==> src/rtl/mul_unit.sv <==
// rtl/mul_unit.sv - sequential signed NxN shift-add multiplier, integer and Q1.(N-1) modes
//
// Sits downstream of the register file: a/b come from rdata1/rdata2, result
// feeds wdata and done acts as the write enable.
//
// Ports:
//   clk      in   system clock, rising edge
//   reset    in   asynchronous active-high reset
//   start    in   operation request, sampled only while idle
//   frac     in   1 = fractional Q1.(N-1) with saturation, 0 = integer (low N bits)
//   a, b     in   signed operands, latched with start
//   busy     out  high whenever an operation is in flight
//   done     out  one-cycle pulse, result/product valid
//   result   out  mode-selected N-bit result, held until next completion
//   product  out  full signed 2N-bit product, held until next completion

module mul_unit #(
  parameter int N = 8
) (
  input  logic             clk,
  input  logic             reset,
  input  logic             start,
  input  logic             frac,
  input  logic [N-1:0]     a,
  input  logic [N-1:0]     b,
  output logic             busy,
  output logic             done,
  output logic [N-1:0]     result,
  output logic [2*N-1:0]   product
);

  localparam int CW = $clog2(N + 1);
  localparam logic [CW-1:0] LAST_STEP = CW'(N - 1);
  localparam logic [N-1:0]  FRAC_MAX  = {1'b0, {(N-1){1'b1}}};

  typedef enum logic [1:0] {
    IDLE = 2'd0,
    RUN  = 2'd1,
    SIGN = 2'd2,
    DONE = 2'd3
  } state_t;

  state_t state, state_nx;

  logic [2*N-1:0] mcand;
  logic [2*N-1:0] acc;
  logic [N-1:0]   mplier;
  logic [CW-1:0]  cnt;
  logic           sign_q;
  logic           frac_q;

  logic [N-1:0]   a_mag;
  logic [N-1:0]   b_mag;
  logic [2*N-1:0] signed_prod;
  logic           frac_ovf;
  logic [N-1:0]   result_nx;

  // Unsigned magnitudes: -2^(N-1) negates to itself, which read as unsigned
  // is exactly 2^(N-1), so no extra bit is needed.
  assign a_mag = a[N-1] ? -a : a;
  assign b_mag = b[N-1] ? -b : b;

  assign signed_prod = sign_q ? -acc : acc;

  // The Q1.(N-1) window drops the top bit; if the top two bits disagree the
  // value is not representable. Only (-1)*(-1) can get here, and it is positive.
  assign frac_ovf = signed_prod[2*N-1] ^ signed_prod[2*N-2];

  always_comb begin
    result_nx = signed_prod[N-1:0];
    if (frac_q) begin
      result_nx = frac_ovf ? FRAC_MAX : signed_prod[2*N-2:N-1];
    end
  end

  always_ff @(posedge clk or posedge reset) begin
    if (reset) begin
      state <= IDLE;
    end else begin
      state <= state_nx;
    end
  end

  always_comb begin
    state_nx = state;
    case (state)
      IDLE: if (start) state_nx = RUN;
      RUN:  if (cnt == LAST_STEP) state_nx = SIGN;
      SIGN: state_nx = DONE;
      DONE: state_nx = IDLE;
      default: state_nx = IDLE;
    endcase
  end

  always_ff @(posedge clk or posedge reset) begin
    if (reset) begin
      mcand   <= '0;
      acc     <= '0;
      mplier  <= '0;
      cnt     <= '0;
      sign_q  <= 1'b0;
      frac_q  <= 1'b0;
      result  <= '0;
      product <= '0;
    end else begin
      case (state)
        IDLE: begin
          if (start) begin
            mcand  <= {{N{1'b0}}, a_mag};
            mplier <= b_mag;
            sign_q <= a[N-1] ^ b[N-1];
            frac_q <= frac;
            acc    <= '0;
            cnt    <= '0;
          end
        end
        RUN: begin
          if (mplier[0]) begin
            acc <= acc + mcand;
          end
          mcand  <= mcand << 1;
          mplier <= mplier >> 1;
          cnt    <= cnt + CW'(1);
        end
        SIGN: begin
          product <= signed_prod;
          result  <= result_nx;
        end
        default: ;
      endcase
    end
  end

  assign busy = (state != IDLE);
  assign done = (state == DONE);

endmodule

==> config.mk <==
export PLATFORM = sky130hd
export DESIGN_NAME = mul_unit
export DESIGN_NICKNAME = d
export VERILOG_FILES = /design/src/rtl/mul_unit.sv
export SDC_FILE = /design/constraint.sdc
export NUM_CORES = 1
export LEC_CHECK = 0
export ABC_AREA = 1
export CAP_MARGIN = 30
export CORE_UTILIZATION = 61
export CTS_CLUSTER_SIZE = 16
export DETAILED_ROUTE_END_ITERATION = 16
export HOLD_SLACK_MARGIN = 0.08
export PLACE_DENSITY_LB_ADDON = 0.05
export SKIP_CTS_REPAIR_TIMING = 1
export SLEW_MARGIN = 10
export SYNTH_ARGS = -nofsm -noshare
export SYNTH_HDL_FRONTEND = slang
export SYNTH_SLANG_ARGS = --single-unit
==> constraint.sdc <==
create_clock -name clk -period 5.2 [get_ports clk]
set_input_delay 1.04 -clock clk [delete_from_list [all_inputs] [get_ports clk]]
set_output_delay 1.04 -clock clk [all_outputs]
set_load 0.01 [all_outputs]
==> results.txt <==
- The run finished with clean final reports.
- Post-route ant nets: 0
* Post-Synthesis Net Count: slightly above 700
- The congestion estimate from routability-driven global placement came to 0.917.
- Ports: 46
* Part of the Yosys area used for sequential elements: 0.385
* Capturing point of the worst reg2reg path: acc[11]
- The average instance in the mapped netlist occupies a little under 7 µm².
- Type of element launching the critical path: flip-flop
- STA classifies the critical path endpoint as a flip-flop.
- Syn. warnings: 0
* Synthesized instance count: 672
* Netlist area before placement: roughly 0.0047 mm²
* Worst Hold Endpoint: mplier[3]
- For this run, the top clock speed supported by timing is 297 MHz.
* Quantity of I/O buffers inserted on ports: 45
* Area of the die: about 0.0080 mm²
* Core region area: between 0.007 and 0.008 mm²
* Crit path kind: flip-flop to flip-flop
- At the worst endpoint, the required time is 5.44 ns.
* Final Routed Wirelength: between 10,000 and 15,000 µm
- The final-report max-slew violation count came to 0.
- Arrival time reported for the critical path endpoint: between 3 and 4 ns
- The first global-routing pass estimated 18,300 µm of wire.
- Register area: about 0.0018 mm²
* Fraction of the cycle the final worst path needs: 0.648
* Number of detailed-route iterations in the first pass: 5
* Setup TNS: 0 ns
- Pin slew with the least headroom to its limit: about 0.75 ns
- For this run, the total global-route usage over all layers was measured as 0.300.
- The initial utilization of the core area, before any placement, comes to 0.638.
- Summed over all layers, the global routing overflow is 0.
* Footprint of the multi-input gates: ~0.0024 mm²
- Final period demand of the worst path: ~3.4 ns
- Maximum VDD drop: 0.350 mV
- Measured along the x axis, the die boundary spans 89.6 µm.
- Summed over all nets, the half-perimeter wirelength after detailed placement is between 8000 and 9000 µm.
- Final hold violation count: 0
- The number of placed instances, taps included, is between 700 and 800.
- The startpoint identified for the worst register-to-register timing path is state[1].
- Largest net degree at the start of global routing: 43
- H-tree depth reported by CTS: 3
- Number of placement rows: 31
- After detailed routing, the average wire length per cell comes to 13.8 µm.
* Post-synthesis sequential element count: just over 70
* Post-synth EDFFs: 0
* Top_reg_cell synth: sky130_fd_sc_hd__dfrtp_1
* Clock latency on the worst-skew pair: between 0.3 and 0.4 ns
- Of the cells placed in the final design, the portion with a size suffix greater than 1 is 0.0392.
- In this run the power density over the cells is around 630 mW/mm².
* Antenna violations before repair: 0
- The most critical setup path has its startpoint at state[1].
- Root buffer selected by CTS: sky130_fd_sc_hd__clkbuf_8
* Async set-reset flop share out of synthesis: 1.00
- Drt drc: 0
* Count of placed standard cells in the final layout, fillers left out: 814
- 0 antenna diodes ended up in the layout.
- Layout fillers: around 580
- R2R cell count: 9
- Unrepaired setup endpoints after global routing: no
* Max Clock Skew: around 0.014 ns
- Number of stages on the worst hold path: 2
- Vias: 4,426
- After the last flow step, the layout net total stands at between 700 and 800.
- Via count of the first global-routing pass: between 4,000 and 5,000
- Number of max-cap violations: 0
* Chip height: 89.6 µm
- Buffers inserted during clock tree synthesis total 9.
* Buffer levels on the longest clock path: 2
- Setup violations remaining at the end of the flow were counted as 0.
* Register-to-Register Setup Slack: 1.83 ns
* Number of DRC markers in iteration 0: a little under 300
* Worst-path maximum fanout: 25
* Area after detailed placement: 0.00517 mm²
- Yosys mapped the design onto 35 distinct sky130hd cell types.
* Post-route cell area: 0.00542 mm²
* Hold path startpoint: mplier[3]
- After detailed routing, the number of vias per cell comes to ~5.4.
- Headroom to the max-slew limit came out at 0.497.
* Clock-pin slew on the worst setup and hold paths: 0.07 ns
- Clk sink count: roughly 70
- Area growth from synthesis to layout: 15.9%
* TritonCTS clock tree: built
- Hold WC Path Type: flip-flop to flip-flop
* Leakage: approximately 2.8 nW
[registers in the layout, indices dropped and copies added (netlist names)]
signal and cells:
product 16, acc 16, mcand 16, sign_q 1
cnt 4, mplier 8, state 2, frac_q 1
result 8
[cells by family after synthesis]
logic type,Yosys count,share of synthesized area
AOI/OAI and AO/OA,94,0.118
xor gates and xnor gates,5,0.00936
adders and majority gates,26,0.0711
buffers and inverters,114,0.0979
DFF,72,0.385
and+or+nand+nor,361,0.319
[critical path: stages (launching register included)]
cell	delay (ns)
sky130_fd_sc_hd__dfrtp_1	0.41
sky130_fd_sc_hd__inv_1	0.13
sky130_fd_sc_hd__ha_1	0.64
sky130_fd_sc_hd__inv_2	0.33
sky130_fd_sc_hd__o21ai_4	0.55
sky130_fd_sc_hd__inv_2	0.28
sky130_fd_sc_hd__a21oi_2	0.49
sky130_fd_sc_hd__inv_1	0.24
sky130_fd_sc_hd__nand2_1	0.11
sky130_fd_sc_hd__nand2_1	0.06
[report_power, final]
part	leakage (nW)	internal (W)	switching [W]
Combinational	1.79	0.000694	0.00113
Clock	0.127	0.000367	0.000210
Sequential	0.928	0.000798	0.000214
[layout by cell type, fill, tap and decap left out, drive strengths merged]
cell type      instances
dfrtp                 72
o22ai                 11
nor3                   4
nor2                  51
xor2                   4
nand3                 62
ha                    25
or2                    1
clkdlybuf4s50         45
inv                   96
fa                     1
o41ai                  1
nand2                230
and2                   2
o311ai                 1
o32ai                  1
buf                    2
xnor2                  1
nand4                  7
bufinv                 4
clkbuf                10
o211ai                 9
a21oi                 29
o21ai                 34
nand3b                 4
a31oi                  8
[cells in the mapped netlist (2+ instances only)]
| master | n | area [µm²] |
|---|---|---|
| sky130_fd_sc_hd__a21oi_1 | 28 | 140 |
| sky130_fd_sc_hd__a31oi_1 | 8 | 50.1 |
| sky130_fd_sc_hd__and2_1 | 2 | 12.5 |
| sky130_fd_sc_hd__buf_2 | 6 | 30.0 |
| sky130_fd_sc_hd__buf_4 | 2 | 15.0 |
| sky130_fd_sc_hd__buf_6 | 2 | 22.5 |
| sky130_fd_sc_hd__clkbuf_1 | 8 | 30.0 |
| sky130_fd_sc_hd__dfrtp_1 | 72 | 1800 |
| sky130_fd_sc_hd__ha_1 | 25 | 313 |
| sky130_fd_sc_hd__inv_1 | 92 | 345 |
| sky130_fd_sc_hd__inv_2 | 3 | 11.3 |
| sky130_fd_sc_hd__nand2_1 | 228 | 856 |
| sky130_fd_sc_hd__nand2_2 | 2 | 12.5 |
| sky130_fd_sc_hd__nand3_1 | 62 | 310 |
| sky130_fd_sc_hd__nand3b_1 | 4 | 30.0 |
| sky130_fd_sc_hd__nand4_1 | 7 | 43.8 |
| sky130_fd_sc_hd__nor2_1 | 50 | 188 |
| sky130_fd_sc_hd__nor3_1 | 4 | 20.0 |
| sky130_fd_sc_hd__o211ai_1 | 8 | 60.1 |
| sky130_fd_sc_hd__o21ai_0 | 31 | 155 |
| sky130_fd_sc_hd__o22ai_1 | 11 | 68.8 |
| sky130_fd_sc_hd__xor2_1 | 4 | 35.0 |
[area by class of cell]
class / instances / area share
Clock buffer: 10 / 0.0235
Clock inverter: 5 / 0.0238
Timing Repair Buffer: 47 / 0.0858
Tap cell: 99 / 0.0228
Multi-Input combinational cell: 486 / 0.446
Sequential cell: 72 / 0.332
Inverter: 95 / 0.0658
[per-layer routing]
metal | part of all wire | track usage
met3 | 0.042 | 0.0439
met5 | 0 | 0
met4 | 0.019 | 0.107
met1 | 0.45 | 0.379
met2 | 0.49 | 0.524
[how the worst max path moves through the flow]
stage               endpoint  slack [ns]  cells past startpoint
floorplan             acc[0]        2.34                      1
global placement     acc[14]        2.06                      9
detailed placement   acc[11]        1.86                      9
CTS                  acc[11]        1.83                      9
global route         acc[12]        1.49                      9
finish               acc[11]        1.83                      9
[metrics by stage]
stage | power, W | hold slack (ns) | setup slack (ns) | util
2_1_floorplan | 0.00229 | 0.441 | 2.34 | -
3_3_place_gp | 0.00275 | 0.463 | 2.06 | 0.705
3_5_place_dp | 0.00283 | 0.467 | 1.86 | 0.705
4_1_cts | 0.00341 | 0.484 | 1.83 | 0.740
5_1_grt | 0.00371 | 0.503 | 1.49 | 0.740
6_report | 0.00342 | 0.480 | 1.83 | 0.740
(Power assumes the default switching activity.)
